File: config.mk
export PLATFORM = sky130hd
export DESIGN_NAME = wb_rr_arbiter_flat
export DESIGN_NICKNAME = d
export VERILOG_FILES = /design/src/rtl/wb_rr_arbiter_if.sv /design/src/rtl/wb_rr_arbiter.sv /design/src/flat_wrapper.sv
export SDC_FILE = /design/constraint.sdc
export NUM_CORES = 1
export LEC_CHECK = 0
export CORE_MARGIN = 2
export CORE_UTILIZATION = 34
export CTS_CLUSTER_DIAMETER = 30
export CTS_CLUSTER_SIZE = 40
export DETAILED_ROUTE_END_ITERATION = 16
export PLACE_DENSITY = 0.76
export SETUP_SLACK_MARGIN = 0.3
export SYNTH_ARGS = -nofsm -noshare
export SYNTH_HDL_FRONTEND = slang
export SYNTH_SLANG_ARGS = --single-unit
File: constraint.sdc
create_clock -name clk -period 2.4 [get_ports clk]
set_clock_uncertainty 0.15 [all_clocks]
set_input_delay 0.24 -clock clk [delete_from_list [all_inputs] [get_ports clk]]
set_output_delay 0.24 -clock clk [all_outputs]
set_load 0.1 [all_outputs]
File: src/rtl/wb_rr_arbiter_if.sv
// Bus bundle for wb_rr_arbiter: the upstream controllers' Wishbone signals,
// the shared downstream device port and the grant vector.
interface wb_rr_arbiter_if #(
    parameter int NUM_CTRL   = 4,
    parameter int DATA_WIDTH = 8
);
    logic [NUM_CTRL-1:0]            ctrl_cyc_i;
    logic [NUM_CTRL-1:0]            ctrl_stb_i;
    logic [NUM_CTRL*DATA_WIDTH-1:0] ctrl_dat_i;
    logic [NUM_CTRL-1:0]            ctrl_stall_o;
    logic [NUM_CTRL-1:0]            ctrl_ack_o;
    logic                           dev_cyc_o;
    logic                           dev_stb_o;
    logic [DATA_WIDTH-1:0]          dev_dat_o;
    logic                           dev_stall_i;
    logic                           dev_ack_i;
    logic [NUM_CTRL-1:0]            grant_o;

    modport slave (
        input  ctrl_cyc_i, ctrl_stb_i, ctrl_dat_i, dev_stall_i, dev_ack_i,
        output ctrl_stall_o, ctrl_ack_o, dev_cyc_o, dev_stb_o, dev_dat_o, grant_o
    );

    modport master (
        output ctrl_cyc_i, ctrl_stb_i, ctrl_dat_i, dev_stall_i, dev_ack_i,
        input  ctrl_stall_o, ctrl_ack_o, dev_cyc_o, dev_stb_o, dev_dat_o, grant_o
    );
endinterface

File: src/rtl/wb_rr_arbiter.sv
// Round-robin arbiter sharing one pipelined Wishbone device between NUM_CTRL
// controllers; the grant is held for a whole bus cycle and in-flight acks are counted.
module wb_rr_arbiter #(
    parameter int NUM_CTRL   = 4,
    parameter int DATA_WIDTH = 8,
    parameter int MAX_OUTST  = 4
) (
    input  logic             clk,
    input  logic             rst_n,
    wb_rr_arbiter_if.slave   bus
);
    localparam int IDX_W = $clog2(NUM_CTRL);
    localparam int CNT_W = $clog2(MAX_OUTST + 1);

    localparam logic [0:0] ST_IDLE    = 1'b0;
    localparam logic [0:0] ST_GRANTED = 1'b1;

    localparam logic [IDX_W-1:0]    PTR_RST  = IDX_W'(NUM_CTRL - 1);
    localparam logic [CNT_W-1:0]    CNT_MAX  = CNT_W'(MAX_OUTST);
    localparam logic [CNT_W-1:0]    CNT_ONE  = CNT_W'(1);
    localparam logic [NUM_CTRL-1:0] ONE_HOT0 = NUM_CTRL'(1);

    logic [0:0]          state_r;
    logic [NUM_CTRL-1:0] grant_r;
    logic [IDX_W-1:0]    idx_r;
    logic [IDX_W-1:0]    ptr_r;
    logic [CNT_W-1:0]    outst_r;

    logic                  pick_valid_s;
    logic [IDX_W-1:0]      pick_idx_s;
    logic [IDX_W-1:0]      cand_s;
    logic                  granted_s;
    logic                  g_cyc_s;
    logic                  g_stb_s;
    logic                  limit_s;
    logic                  outst_nz_s;
    logic                  accept_s;
    logic                  ack_eff_s;
    logic                  dev_cyc_s;
    logic                  dev_stb_s;
    logic [DATA_WIDTH-1:0] dev_dat_s;
    logic [NUM_CTRL-1:0]   stall_s;
    logic [NUM_CTRL-1:0]   ack_s;

    assign granted_s  = (state_r == ST_GRANTED);
    assign g_cyc_s    = bus.ctrl_cyc_i[idx_r];
    assign g_stb_s    = bus.ctrl_stb_i[idx_r];
    assign limit_s    = (outst_r == CNT_MAX);
    assign outst_nz_s = (outst_r != '0);
    assign accept_s   = dev_stb_s & ~bus.dev_stall_i;
    // An ack with nothing outstanding is spurious and must not disturb the count.
    assign ack_eff_s  = granted_s & bus.dev_ack_i & outst_nz_s;

    // Round-robin pick: first requester after the last winner, wrapping.
    always_comb begin
        pick_valid_s = 1'b0;
        pick_idx_s   = '0;
        cand_s       = '0;
        for (int i = 1; i <= NUM_CTRL; i++) begin
            cand_s = IDX_W'((int'(ptr_r) + i) % NUM_CTRL);
            if (!pick_valid_s && bus.ctrl_cyc_i[cand_s]) begin
                pick_valid_s = 1'b1;
                pick_idx_s   = cand_s;
            end else begin
                pick_valid_s = pick_valid_s;
            end
        end
    end

    // Route the granted controller to the device; everyone else is stalled.
    always_comb begin
        dev_cyc_s = 1'b0;
        dev_stb_s = 1'b0;
        dev_dat_s = '0;
        stall_s   = bus.ctrl_cyc_i & bus.ctrl_stb_i;
        ack_s     = '0;
        if (granted_s) begin
            dev_cyc_s      = g_cyc_s;
            dev_stb_s      = g_stb_s & g_cyc_s & ~limit_s;
            dev_dat_s      = bus.ctrl_dat_i[idx_r*DATA_WIDTH +: DATA_WIDTH];
            stall_s[idx_r] = g_stb_s & (bus.dev_stall_i | limit_s);
            ack_s[idx_r]   = bus.dev_ack_i & outst_nz_s;
        end else begin
            dev_cyc_s = 1'b0;
            dev_stb_s = 1'b0;
        end
    end

    assign bus.dev_cyc_o    = dev_cyc_s;
    assign bus.dev_stb_o    = dev_stb_s;
    assign bus.dev_dat_o    = dev_dat_s;
    assign bus.ctrl_stall_o = stall_s;
    assign bus.ctrl_ack_o   = ack_s;
    assign bus.grant_o      = grant_r;

    // Grant FSM and outstanding-transfer counter.
    always_ff @(posedge clk or negedge rst_n) begin
        if (!rst_n) begin
            state_r <= ST_IDLE;
            grant_r <= '0;
            idx_r   <= '0;
            ptr_r   <= PTR_RST;
            outst_r <= '0;
        end else begin
            case (state_r)
                ST_IDLE: begin
                    if (pick_valid_s) begin
                        state_r <= ST_GRANTED;
                        grant_r <= ONE_HOT0 << pick_idx_s;
                        idx_r   <= pick_idx_s;
                        ptr_r   <= pick_idx_s;
                        outst_r <= '0;
                    end else begin
                        grant_r <= '0;
                        outst_r <= '0;
                    end
                end
                ST_GRANTED: begin
                    // Normal end and abort look the same: pending acks are forgotten.
                    if (!g_cyc_s) begin
                        state_r <= ST_IDLE;
                        grant_r <= '0;
                        outst_r <= '0;
                    end else if (accept_s && !ack_eff_s) begin
                        outst_r <= outst_r + CNT_ONE;
                    end else if (ack_eff_s && !accept_s) begin
                        outst_r <= outst_r - CNT_ONE;
                    end else begin
                        outst_r <= outst_r;
                    end
                end
                default: begin
                    state_r <= ST_IDLE;
                    grant_r <= '0;
                    outst_r <= '0;
                end
            endcase
        end
    end
endmodule

File: src/flat_wrapper.sv
// flat-port wrapper written by rule: the top's interface ports become plain ports
module wb_rr_arbiter_flat 
#(
    parameter int NUM_CTRL   = 4,
    parameter int DATA_WIDTH = 8,
    parameter int MAX_OUTST  = 4
)
  (clk, rst_n, bus_ctrl_cyc_i, bus_ctrl_stb_i, bus_ctrl_dat_i, bus_dev_stall_i, bus_dev_ack_i, bus_ctrl_stall_o, bus_ctrl_ack_o, bus_dev_cyc_o, bus_dev_stb_o, bus_dev_dat_o, bus_grant_o);
  wb_rr_arbiter_if #(.NUM_CTRL(NUM_CTRL), .DATA_WIDTH(DATA_WIDTH)) bus_i ();
  input  logic clk;
  input  logic rst_n;
  input wire logic [$bits(bus_i.ctrl_cyc_i)-1:0] bus_ctrl_cyc_i;
  input wire logic [$bits(bus_i.ctrl_stb_i)-1:0] bus_ctrl_stb_i;
  input wire logic [$bits(bus_i.ctrl_dat_i)-1:0] bus_ctrl_dat_i;
  input wire logic [$bits(bus_i.dev_stall_i)-1:0] bus_dev_stall_i;
  input wire logic [$bits(bus_i.dev_ack_i)-1:0] bus_dev_ack_i;
  output wire logic [$bits(bus_i.ctrl_stall_o)-1:0] bus_ctrl_stall_o;
  output wire logic [$bits(bus_i.ctrl_ack_o)-1:0] bus_ctrl_ack_o;
  output wire logic [$bits(bus_i.dev_cyc_o)-1:0] bus_dev_cyc_o;
  output wire logic [$bits(bus_i.dev_stb_o)-1:0] bus_dev_stb_o;
  output wire logic [$bits(bus_i.dev_dat_o)-1:0] bus_dev_dat_o;
  output wire logic [$bits(bus_i.grant_o)-1:0] bus_grant_o;
  assign bus_i.ctrl_cyc_i = bus_ctrl_cyc_i;
  assign bus_i.ctrl_stb_i = bus_ctrl_stb_i;
  assign bus_i.ctrl_dat_i = bus_ctrl_dat_i;
  assign bus_i.dev_stall_i = bus_dev_stall_i;
  assign bus_i.dev_ack_i = bus_dev_ack_i;
  assign bus_ctrl_stall_o = bus_i.ctrl_stall_o;
  assign bus_ctrl_ack_o = bus_i.ctrl_ack_o;
  assign bus_dev_cyc_o = bus_i.dev_cyc_o;
  assign bus_dev_stb_o = bus_i.dev_stb_o;
  assign bus_dev_dat_o = bus_i.dev_dat_o;
  assign bus_grant_o = bus_i.grant_o;
  wb_rr_arbiter #(.NUM_CTRL(NUM_CTRL), .DATA_WIDTH(DATA_WIDTH), .MAX_OUTST(MAX_OUTST)) u_core (.clk(clk), .rst_n(rst_n), .bus(bus_i));
endmodule
==> summary.txt, run 1 <==
Routing
  • Initial DRC count: 61
  • DR pass1 iterations: 4
  • Residual DRC: 0
  • Avg WL per Cell: ~18 um
  • Vias: roughly 1,300
  • Post-route ant nets: 0
  • Total Routed Length: 4.626 mm
  • Vias/cell: a little over 5

Logic synthesis
  • Post-synthesis cell count: 110
  • Mean Syn Cell Area: ~10 um2
  • Asr flop ratio synth: 100.0%
  • Cell Area, Synth: 1144 um2
  • Area contributors post-synth: dfrtp_1, mux4_2, dfstp_2
  • Post-synth top area share: a little over a fifth
  • Dominant cell type by area after synthesis: dfrtp_1
  • EDFF count, synth: 0
  • Yosys reg bits: 12
  • Top-count cell post-synth: dfrtp_1
  • Post-synth top cells: dfrtp_1, mux4_2, and2_1
  • Seq/Total Area, Yosys: approximately a quarter
  • Syn_nets: roughly 160
  • Syn. warnings: 0
  • Post-synth cell types: 44
  • Primary FF master, synth: dfrtp_1

Setup path
  • Worst Path Required: between 2 and 2.5 ns
  • Worst R2R Start: u_core.idx_r[0]
  • WP buf/inv: 0
  • CP Launch Point: u_core.idx_r[0]
  • RR Endpoint: u_core.outst_r[2]
  • CP delay by family, top: multiplexers
  • R2R depth: 8
  • Startpoint Class: flip-flop
  • Endpoint class of the critical path: flip-flop
  • Crit path DAT: between 2 and 2.5 ns
  • CP Class: flip-flop to flip-flop
  • Flop2flop setup slack: -0.06 ns
  • Critical Path Fanout Max: 3
  • Crit path depth: 8
  • CP max stage delay: around 0.57 ns
  • Critical path, cell by cell: mux4_2, nand3_2, nor3b_4, fa_2, a21oi_1, o2111a_1, o21ai_1, nor3b_2
  • Critical path's slowest cell: mux4_2

Layout
  • Cell area after layout: 2484 um2
  • Diode count: 0
  • Core Util, Final: between 70% and 80%
  • Nets@finish: ~250
  • Layout cells sized above 1: between 50 and 60%
  • Area delta synth->final: 117.2%

Global routing
  • Largest net degree at the start of global routing: 20
  • Number of global-route vias before repair: about 1,300
  • Global-route usage over all layers: between 20% and 30%
  • First-pass GRT wire length: around 6 mm
  • Antenna violations before repair: 0
  • Total grt overflow: 0

STA
  • Worst Max-Slew Pin Slew: roughly 0.52 ns
  • # setup viols final: 1
  • Slew Viols, Final: 0
  • Hold slack: 0.1502 ns
  • Setup ws final: -0.05894 ns
  • RSZ-0062 raised after global routing: yes
  • Fin crit share: 102.5%
  • Final hold vios: 0
  • Max Fclk: approximately 0.41 GHz
  • Minimum clock period: 2.459 ns
  • Slew HR: about two thirds

Clocking
  • H-Tree Depth: 1
  • Clk root buf: clkbuf_4
  • Clk slew on worst S/H paths: ~0.070 ns
  • CTS tree: built
  • Cts hold-fix bufs: 0
  • Max Root-Sink Buffers: 2
  • CTS Buf Count: 3
  • Worst-skew pair later-pin latency: between 0.2 and 0.3 ns
  • CTS sink cnt: 12

Flow run
  • Max-Cap Viols: 0

Status
  • Failing checks: negative setup slack
  • Outcome: finished, violations left

Power
  • P per Cell Area: between 1500 and 2000 nW/um2
  • Leak Pwr: 1.023 nW
  • Worst vdd ir: between 1 and 1.5 mV

Die
  • Area of the core: about 3300 um2
  • Starting Density: between 30% and 40%
  • Die height: 62.00 um
  • Chip width: between 60 and 70 um
  • Std-Cell Rows: 21
  • Num ports: between 60 and 70
  • Die area: between 3000 and 4000 um2

Placed design
  • Pre-CTS setup slack: -0.2898 ns
  • DP Area: roughly 2200 um2
  • IO buf count: 65
  • HPWL Detailed: 3.248 mm
  • Gp weighted congestion: 0.8737

Min path
  • Hold Crit Class: input pin to asynchronous set/reset pin
## layer usage
layer  GRT usage, %  share of wire, %
met5              0                 0
met4          5.167               1.6
met3          6.418                12
met2          36.90                52
met1          23.74                34
## where the power goes
part	internal, mW	switching, mW
clock	0.0924	0.0673
combinational	1.44	2.01
sequential	0.307	0.0926
## worst reg2reg max path, delay by kind of cell (launching register included)
family                     cells  cell delay [ns]
adders and majority gates      1             0.37
AOI/OAI and AO/OA              3             0.53
muxes                          1             0.57
DFF                            1             0.39
and+or+nand+nor                3             0.33
## cells by family after synthesis
family | synth area share (%)
AO/OA/AOI/OAI | 20.24
adder cells (fa/ha/maj) | 1.751
buffers and inverters | 5.908
flip-flops | 26.48
multiplexers | 22.43
AND/OR/NAND/NOR | 23.19
## worst max path at each step
stage | to | slack (ns)
finish | u_core.outst_r[2] | -0.06
global route | u_core.outst_r[2] | -0.12
CTS | u_core.outst_r[2] | -0.03
detailed placement | u_core.outst_r[2] | -0.29
global placement | u_core.outst_r[2] | -0.20
floorplan | bus_ctrl_ack_o[1] | -0.02
## sequential cells by signal (all words and copies together), names as in the netlist
signal and flops:
u_core.outst_r 3, u_core.bus.grant_o 4, u_core.idx_r 2, u_core.ptr_r 2
u_core.granted_s 1
## through the flow
stage | TNS, ns | power [mW] | cells
floorplan | -0.03267 | 2.437 | 110
global placement | -0.2001 | 3.361 | 234
detailed placement | -0.2898 | 3.412 | 234
CTS | -0.03980 | 3.642 | 241
global route | -0.1547 | 4.173 | 252
finish | -0.05894 | 4.014 | 252
## cells in the final DEF (no fill, tap or decap), types with 2 or more instances in the layout
| cell type | Yosys | layout |
|---|---|---|
| and2_4 | 0 | 4 |
| nor2b_1 | 2 | 2 |
| dfrtp_1 | 10 | 9 |
| dfstp_2 | 2 | 2 |
| a21o_1 | 3 | 3 |
| buf_4 | 1 | 29 |
| clkdlybuf4s50_1 | 0 | 43 |
| a21oi_1 | 4 | 4 |
| nand3b_1 | 2 | 2 |
| nand2_1 | 5 | 4 |
| nand3_1 | 5 | 4 |
| mux4_2 | 9 | 9 |
| o32ai_1 | 2 | 2 |
| clkbuf_4 | 0 | 3 |
| nand2b_1 | 2 | 2 |
| o21ai_1 | 5 | 2 |
| nor3b_4 | 0 | 2 |
| o21ai_4 | 0 | 3 |
| and2_1 | 8 | 3 |
| nor3b_2 | 3 | 3 |
| inv_1 | 4 | 4 |
| buf_12 | 0 | 19 |
| mux2i_1 | 2 | 2 |
| buf_6 | 0 | 7 |
| mux2_2 | 3 | 3 |
| nor2_1 | 6 | 4 |
## cell type report
class                      count  area [um2]
clock buffer                   4       36.28
tap                           46       57.56
fill                         203       800.8
inverter                       6       25.02
multi-input combinational     85       928.4
timing repair buffer          99        1132
sequential                    12       304.0
## what timing repair did
action,4_1_cts,5_1_grt
gates cloned,0,1
setup endpoints to repair,15,20
pin swaps,6,13
buffers inserted,3,10
gates resized for setup,8,23
(Power assumes the default switching activity.)
==> inputs of run 2 (changes only) <==
--- a/config.mk
+++ b/config.mk
@@ -5,12 +5,15 @@
 export SDC_FILE = /design/constraint.sdc
 export NUM_CORES = 1
 export LEC_CHECK = 0
+export CELL_PAD_IN_SITES_DETAIL_PLACEMENT = 0
+export CELL_PAD_IN_SITES_GLOBAL_PLACEMENT = 1
 export CORE_MARGIN = 2
-export CORE_UTILIZATION = 34
+export CORE_UTILIZATION = 25
 export CTS_CLUSTER_DIAMETER = 30
 export CTS_CLUSTER_SIZE = 40
 export DETAILED_ROUTE_END_ITERATION = 16
-export PLACE_DENSITY = 0.76
+export GPL_TIMING_DRIVEN = 0
+export PLACE_DENSITY_LB_ADDON = 0.1
 export SETUP_SLACK_MARGIN = 0.3
 export SYNTH_ARGS = -nofsm -noshare
 export SYNTH_HDL_FRONTEND = slang
==> run 2 against run 1 <==
Against the previous run: the flow now finishes without violations; combinational power barely moved; die area rose by 34%; flip-flop and latch count did not move; utilization fell by 20 points; critical path depth did not move; final area fell by 2.1%; worst setup slack improved by 0.083 ns; total power rose by 0.37%; hold slack improved by 0.054 ns; first-iteration DRC count fell by 77%; sequential power fell by 4%; clock-buffer cell count did not move; critical endpoint unchanged.
==> summary.txt, run 2 (synthesized netlist as in run 1, its figures left out) <==
Die
  • Chip width: 71.64 um (was 62.00 um)
  • Area of the core: 4384 um2 (was 3284 um2)
  • Die area: 5132 um2 (was 3843 um2)
  • Die height: 71.64 um (was 62.00 um)
  • Starting Density: 26.08% (was 34.82%)
  • Num ports: 66 (unchanged)
  • Std-Cell Rows: 24 (was 21)

Clocking
  • CTS sink cnt: 12 (unchanged)
  • CTS Buf Count: 3 (unchanged)
  • Worst-skew pair later-pin latency: 0.24 ns (was 0.28 ns)
  • Cts hold-fix bufs: 0 (unchanged)
  • Clk root buf: clkbuf_8 (was clkbuf_4)
  • CTS tree: built (unchanged)
  • H-Tree Depth: 1 (unchanged)
  • Clk slew on worst S/H paths: 0.06 ns (was 0.07 ns)
  • Max Root-Sink Buffers: 2 (unchanged)

Status
  • Outcome: finished clean (was finished, violations left)

Global routing
  • Largest net degree at the start of global routing: 13 (was 20)
  • Total grt overflow: 0 (unchanged)
  • Number of global-route vias before repair: 1,289 (was 1,263)
  • First-pass GRT wire length: 6.285 mm (was 5.830 mm)
  • Antenna violations before repair: 0 (unchanged)
  • Global-route usage over all layers: 15.34% (was 20.61%)

Power
  • Leak Pwr: 1.027 nW (was 1.023 nW)
  • Worst vdd ir: 1.077 mV (was 1.010 mV)
  • Sw power: 2.125 mW (was 2.172 mW)
  • Reg power frac: 9.6% (was 10.0%)
  • Clk pwr share: 5.4% (was 4.0%)
  • P per Cell Area: 1656 nW/um2 (was 1616 nW/um2)
  • Comb power frac: 85.0% (was 86.1%)
  • Cell Int Power: 1.903 mW (was 1.842 mW)
  • Sw Share: 52.75% (was 54.11%)

Layout
  • Layout cells sized above 1: 50.75% (was 52.43%)
  • Nets@finish: 247 (was 252)
  • Commonest non-fill, non-tap cell in the layout: clkdlybuf4s50_1 (unchanged)
  • Max reg flops: 4 (unchanged)
  • Area of the multi-input gates: 915.9 um2 (was 928.4 um2)
  • Core Util, Final: 55.48% (was 75.62%)
  • Diode count: 0 (unchanged)
  • Sequential cell area: 306.5 um2 (was 304.0 um2)
  • Filler instances: 385 (was 203)
  • Area delta synth->final: 112.7% (was 117.2%)
  • Commonest cells after routing, fill and taps aside: clkdlybuf4s50_1, buf_4, buf_12 (unchanged)

Placed design
  • HPWL Detailed: 2.902 mm (was 3.248 mm)
  • Pre-CTS setup slack: -0.8531 ns (was -0.2898 ns)
  • IO buf count: 65 (unchanged)
  • Gp weighted congestion: 0.8288 (was 0.8737)

Setup path
  • Critical path's slowest cell: mux4_2 (unchanged)
  • Top cell by count, worst path: nor3b_2
  • Endpoint class of the critical path: flip-flop (unchanged)
  • Critical path, cell by cell: mux4_2, nand3_2, nor3b_2, fa_2, nor4_2, o2111a_1, o21ai_1, nor3b_2 (was mux4_2, nand3_2, nor3b_4, fa_2, a21oi_1, o2111a_1, o21ai_1, nor3b_2)
  • Worst Path Required: 2.37 ns (was 2.42 ns)
  • CP max stage delay: 0.56 ns (was 0.57 ns)
  • CP Class: flip-flop to flip-flop (unchanged)
  • Critical Path Fanout Max: 3 (unchanged)
  • Startpoint Class: flip-flop (unchanged)
  • Crit path DAT: 2.34 ns (was 2.48 ns)

Routing
  • DR pass1 iterations: 4 (unchanged)
  • Initial DRC count: 14 (was 61)
  • Total Routed Length: 4.016 mm (was 4.626 mm)
  • Vias/cell: 4.889 (was 5.198)
  • Residual DRC: 0 (unchanged)
  • Vias: 1,237 (was 1,310)
  • Post-route ant nets: 0 (unchanged)
  • Avg WL per Cell: 15.87 um (was 18.36 um)

STA
  • Setup TNS: 0 ns (was -0.05894 ns)
  • # setup viols final: 0 (was 1)
  • Final hold vios: 0 (unchanged)
  • Slew HR: 36.47% (was 65.34%)
  • Max Fclk: 0.4209 GHz (was 0.4067 GHz)
  • Setup ws final: 0.02386 ns (was -0.05894 ns)
  • Worst Max-Slew Pin Slew: 0.9568 ns (was 0.5183 ns)
  • Slew Viols, Final: 0 (unchanged)
  • RSZ-0062 raised after global routing: yes (unchanged)
  • Fin crit share: 99.01% (was 102.5%)
  • Hold slack: 0.2043 ns (was 0.1502 ns)
  • Minimum clock period: 2.376 ns (was 2.459 ns)

Flow run
  • Max-Cap Viols: 0 (unchanged)

Min path
  • Hold Crit Class: input pin to asynchronous set/reset pin (unchanged)
-- run 2: cell count changes in the layout (fill, tap and decap cells not counted), sizes merged --
cell and delta:
buf -10, clkbuf +1, clkdlybuf4s50 -5, dlygate4sd2 +7, dlymetal6s2s +2
-- run 2: worst paths after layout --
path / start / endpoint / slack, ns / cells after the start
worst max-delay path: u_core.idx_r[0] / u_core.outst_r[2] / 0.02 / 8
worst min-delay path: rst_n / u_core.bus.grant_o[1] / 0.20 / 1
worst max register to register: u_core.idx_r[0] / u_core.outst_r[2] / 0.02 / 8
worst min register to register: u_core.bus.grant_o[0] / u_core.bus.grant_o[0] / 0.33 / 1
max in group asynchronous: rst_n / u_core.outst_r[1] / 1.50 / 1
min in group clk: u_core.bus.grant_o[0] / u_core.bus.grant_o[0] / 0.33 / 1
-- run 2: critical path, delay by kind of cell, from the launching register on --
| kind | cells | cell delay (ns) |
|---|---|---|
| muxes | 1 | 0.56 |
| and+or+nand+nor | 4 | 0.51 |
| DFF | 1 | 0.38 |
| AOI/OAI and AO/OA | 2 | 0.29 |
| adders and majority gates | 1 | 0.37 |
-- run 2: final cells by class --
class	count	share of cell area (%)
Buffer	7	3.549
Clock buffer	4	2.263
Inverter	6	1.235
Multi-Input combinational cell	85	37.65
Sequential cell	12	12.60
Tap cell	52	2.675
Timing Repair Buffer	87	40.02
-- run 2: what timing repair did --
action | CTS | global route
hold endpoints to repair | 0 | 0
buffers inserted | 10 | 12
cloned | 0 | 0
pin swaps | 3 | 9
setup endpoints to repair | 24 | 18
gates resized for setup | 159 | 49
-- run 2: power by group through the flow --
stage                     logic (mW)  clock network, mW  registers [mW]
final                           3.42              0.218           0.386
after global routing            3.58              0.240           0.401
after CTS                       2.98              0.223           0.392
after detailed placement        2.61                  0           0.389
after global placement          2.59                  0           0.387
after floorplan                 1.82                  0           0.616
-- run 2: through the flow --
| stage | power [mW] | std cells | cell area, um2 |
|---|---|---|---|
| 2_1_floorplan | 2.437 | 110 | 1229 |
| 3_3_place_gp | 2.978 | 227 | 1944 |
| 3_5_place_dp | 3.004 | 227 | 1944 |
| 4_1_cts | 3.592 | 241 | 2183 |
| 5_1_grt | 4.219 | 253 | 2432 |
| 6_report | 4.028 | 253 | 2432 |
-- run 2: layer usage --
| layer | track usage [%] | routed length, um |
|---|---|---|
| met5 | 0 | 0 |
| met3 | 2.672 | 279 |
| met2 | 27.98 | 1986 |
| met1 | 18.64 | 1731 |
| met4 | 3.774 | 19 |
==> variant (settings of run 1) <==
`MAX_OUTST` is set to 4 in 2 places; all go to 2.
--- a/src/rtl/wb_rr_arbiter.sv
+++ b/src/rtl/wb_rr_arbiter.sv
@@ -5,3 +5,3 @@
     parameter int DATA_WIDTH = 8,
-    parameter int MAX_OUTST  = 4
+    parameter int MAX_OUTST  = 2
 ) (
--- a/src/flat_wrapper.sv
+++ b/src/flat_wrapper.sv
@@ -5,3 +5,3 @@
     parameter int DATA_WIDTH = 8,
-    parameter int MAX_OUTST  = 4
+    parameter int MAX_OUTST  = 2
 )
Check against the original RTL: not equivalent (Yosys sat finds a counterexample within 4 cycles, from zero or initial values and one cycle with rst_n low).
==> variant against run 1 <==
Synthesized cell count is 4.5% lower; hold slack better by 0.0014 ns; die area is 8.8% lower; routed wire length is 15% lower; synthesized area is 9.4% lower; clock power is 17% lower; power is 16% lower; highest routed layer unchanged; worst setup slack better by 0.25 ns; sequential cell count is 1 lower; cell area is 14% lower.
==> variant: results (changes against run 1) <==
metric,value,unit,change
initial antenna violation count,0,,unchanged
yosys warns,0,,unchanged
final wirelength,3920,um,-15%
initial DRC count,48,,-21%
worst reg-to-reg path cell count,5,,-3
wire length of the first global-routing pass,6330,um,+8.5%
WP data arrival,1.82,ns,-0.66 ns
DR vias/cell,5.68,,+9.2%
worst-case clock buffer depth,2,,unchanged
number of flip-flops under the largest register name,4,,unchanged
routability congestion estimate,0.868,,-0.70%
largest net degree at the start of global routing,12,,-40%
fraction of final layout cells with drive strength greater than 1,0.429,,-0.0957
PortBufs,65,,unchanged
clock insertion delay at the later pin of the skew report,0.27,ns,
outcome,"complete, no violations",,
nets@finish,227,,-9.9%
switching fraction of total power,0.559,,+0.0175
total placed instance area,2040,um2,-7.4%
Syn Nets,149,,-3.9%
share of synthesized flip-flops with an asynchronous set or reset,1.00,,unchanged
n_diodes,0,,unchanged
worst-case setup slack after placement,0.0259,ns,+0.316 ns
Worst Path Max Fanout,5,,+2
Root Buffer,clkbuf_4,,
synth top area cells,"dfrtp_1, mux4_2, and2_1",,
proportion of synthesized chip area in sequential cells,0.268,,+0.00335
Inst Count DP,206,,-12%
VDD IR-drop max,0.00110,V,+8.4%
Pre-antenna DRT Iters,4,,unchanged
clock transition time at the flip-flop clock pins of the worst setup and hold paths,0.08,ns,
total global routing track utilization,0.238,,+0.0317
CP top delay family,multiplexers,,
static leakage,0.000863,uW,-16%
average cell area after synthesis,9.87,um2,-5.1%
"Distinct cells, synth",35,,-20%
number of buffers added by the clock tree synthesis step,3,,unchanged
routed via count,1221,,-6.8%
"slowest stage cell, crit path",mux4_2,,
commonest cells in the synthesized netlist,"nand2_1, and2_1, dfrtp_1, mux4_2, o21ai_0",,
total half-perimeter wirelength after legalization and detailed placement,3060,um,-5.7%
number of global-route vias before repair,1258,,-0.40%
class of the most critical hold timing path,in2async,,
delay contributed by the slowest stage of the critical path,0.59,ns,+0.02 ns
count of H-tree levels built during CTS,1,,unchanged
Max transition margin,0.656,,+0.00299
-- variant: path summary, 6_finish.rpt --
check	from	to	slack (ns)
worst max-delay path	u_core.idx_r[0]	bus_ctrl_stall_o[0]	0.19
worst min-delay path	rst_n	u_core.bus.grant_o[2]	0.15
worst max register to register	u_core.idx_r[0]	u_core.outst_r[0]	0.42
worst min register to register	u_core.bus.grant_o[0]	u_core.bus.grant_o[0]	0.34
max in group asynchronous	rst_n	u_core.idx_r[0]	1.58
min in group clk	u_core.bus.grant_o[0]	u_core.bus.grant_o[0]	0.34
-- variant: what timing repair did --
item / in CTS / in global routing
hold buffers: 0 / 0
setup endpoints to repair: 14 / 18
buffers inserted: 4 / 1
gates resized for setup: 17 / 0
pin swaps: 4 / 1
-- variant: cell type report --
cell class,instances,area [um2]
Timing Repair Buffer,78,930
Multi-Input combinational cell,86,848
Fill cell,224,838
Sequential cell,11,279
Tap cell,33,41.3
Clock buffer,4,26.3
Inverter,3,15.0
-- variant: layer usage --
metal,vias to the layer above,track usage,share of wire
met4,0,0.0487,0.012
met5,-,0,0
met1,598,0.283,0.39
met3,6,0.0306,0.071
li1,557,-,-
met2,60,0.451,0.53
-- variant: power by group through the flow --
stage / logic, uW / clock network [uW] / registers, uW
floorplan: 1650 / 0 / 582
finish: 2840 / 133 / 405
detailed placement: 2680 / 0 / 395
global placement: 2650 / 0 / 386
CTS: 2830 / 135 / 404
global route: 2950 / 142 / 419
-- variant: logic make-up after synthesis --
group / count (synthesis) / synth area share
flops: 11 / 0.268
simple gates: 49 / 0.256
compound gates: 21 / 0.143
buf+inv: 8 / 0.0362
mux: 16 / 0.297
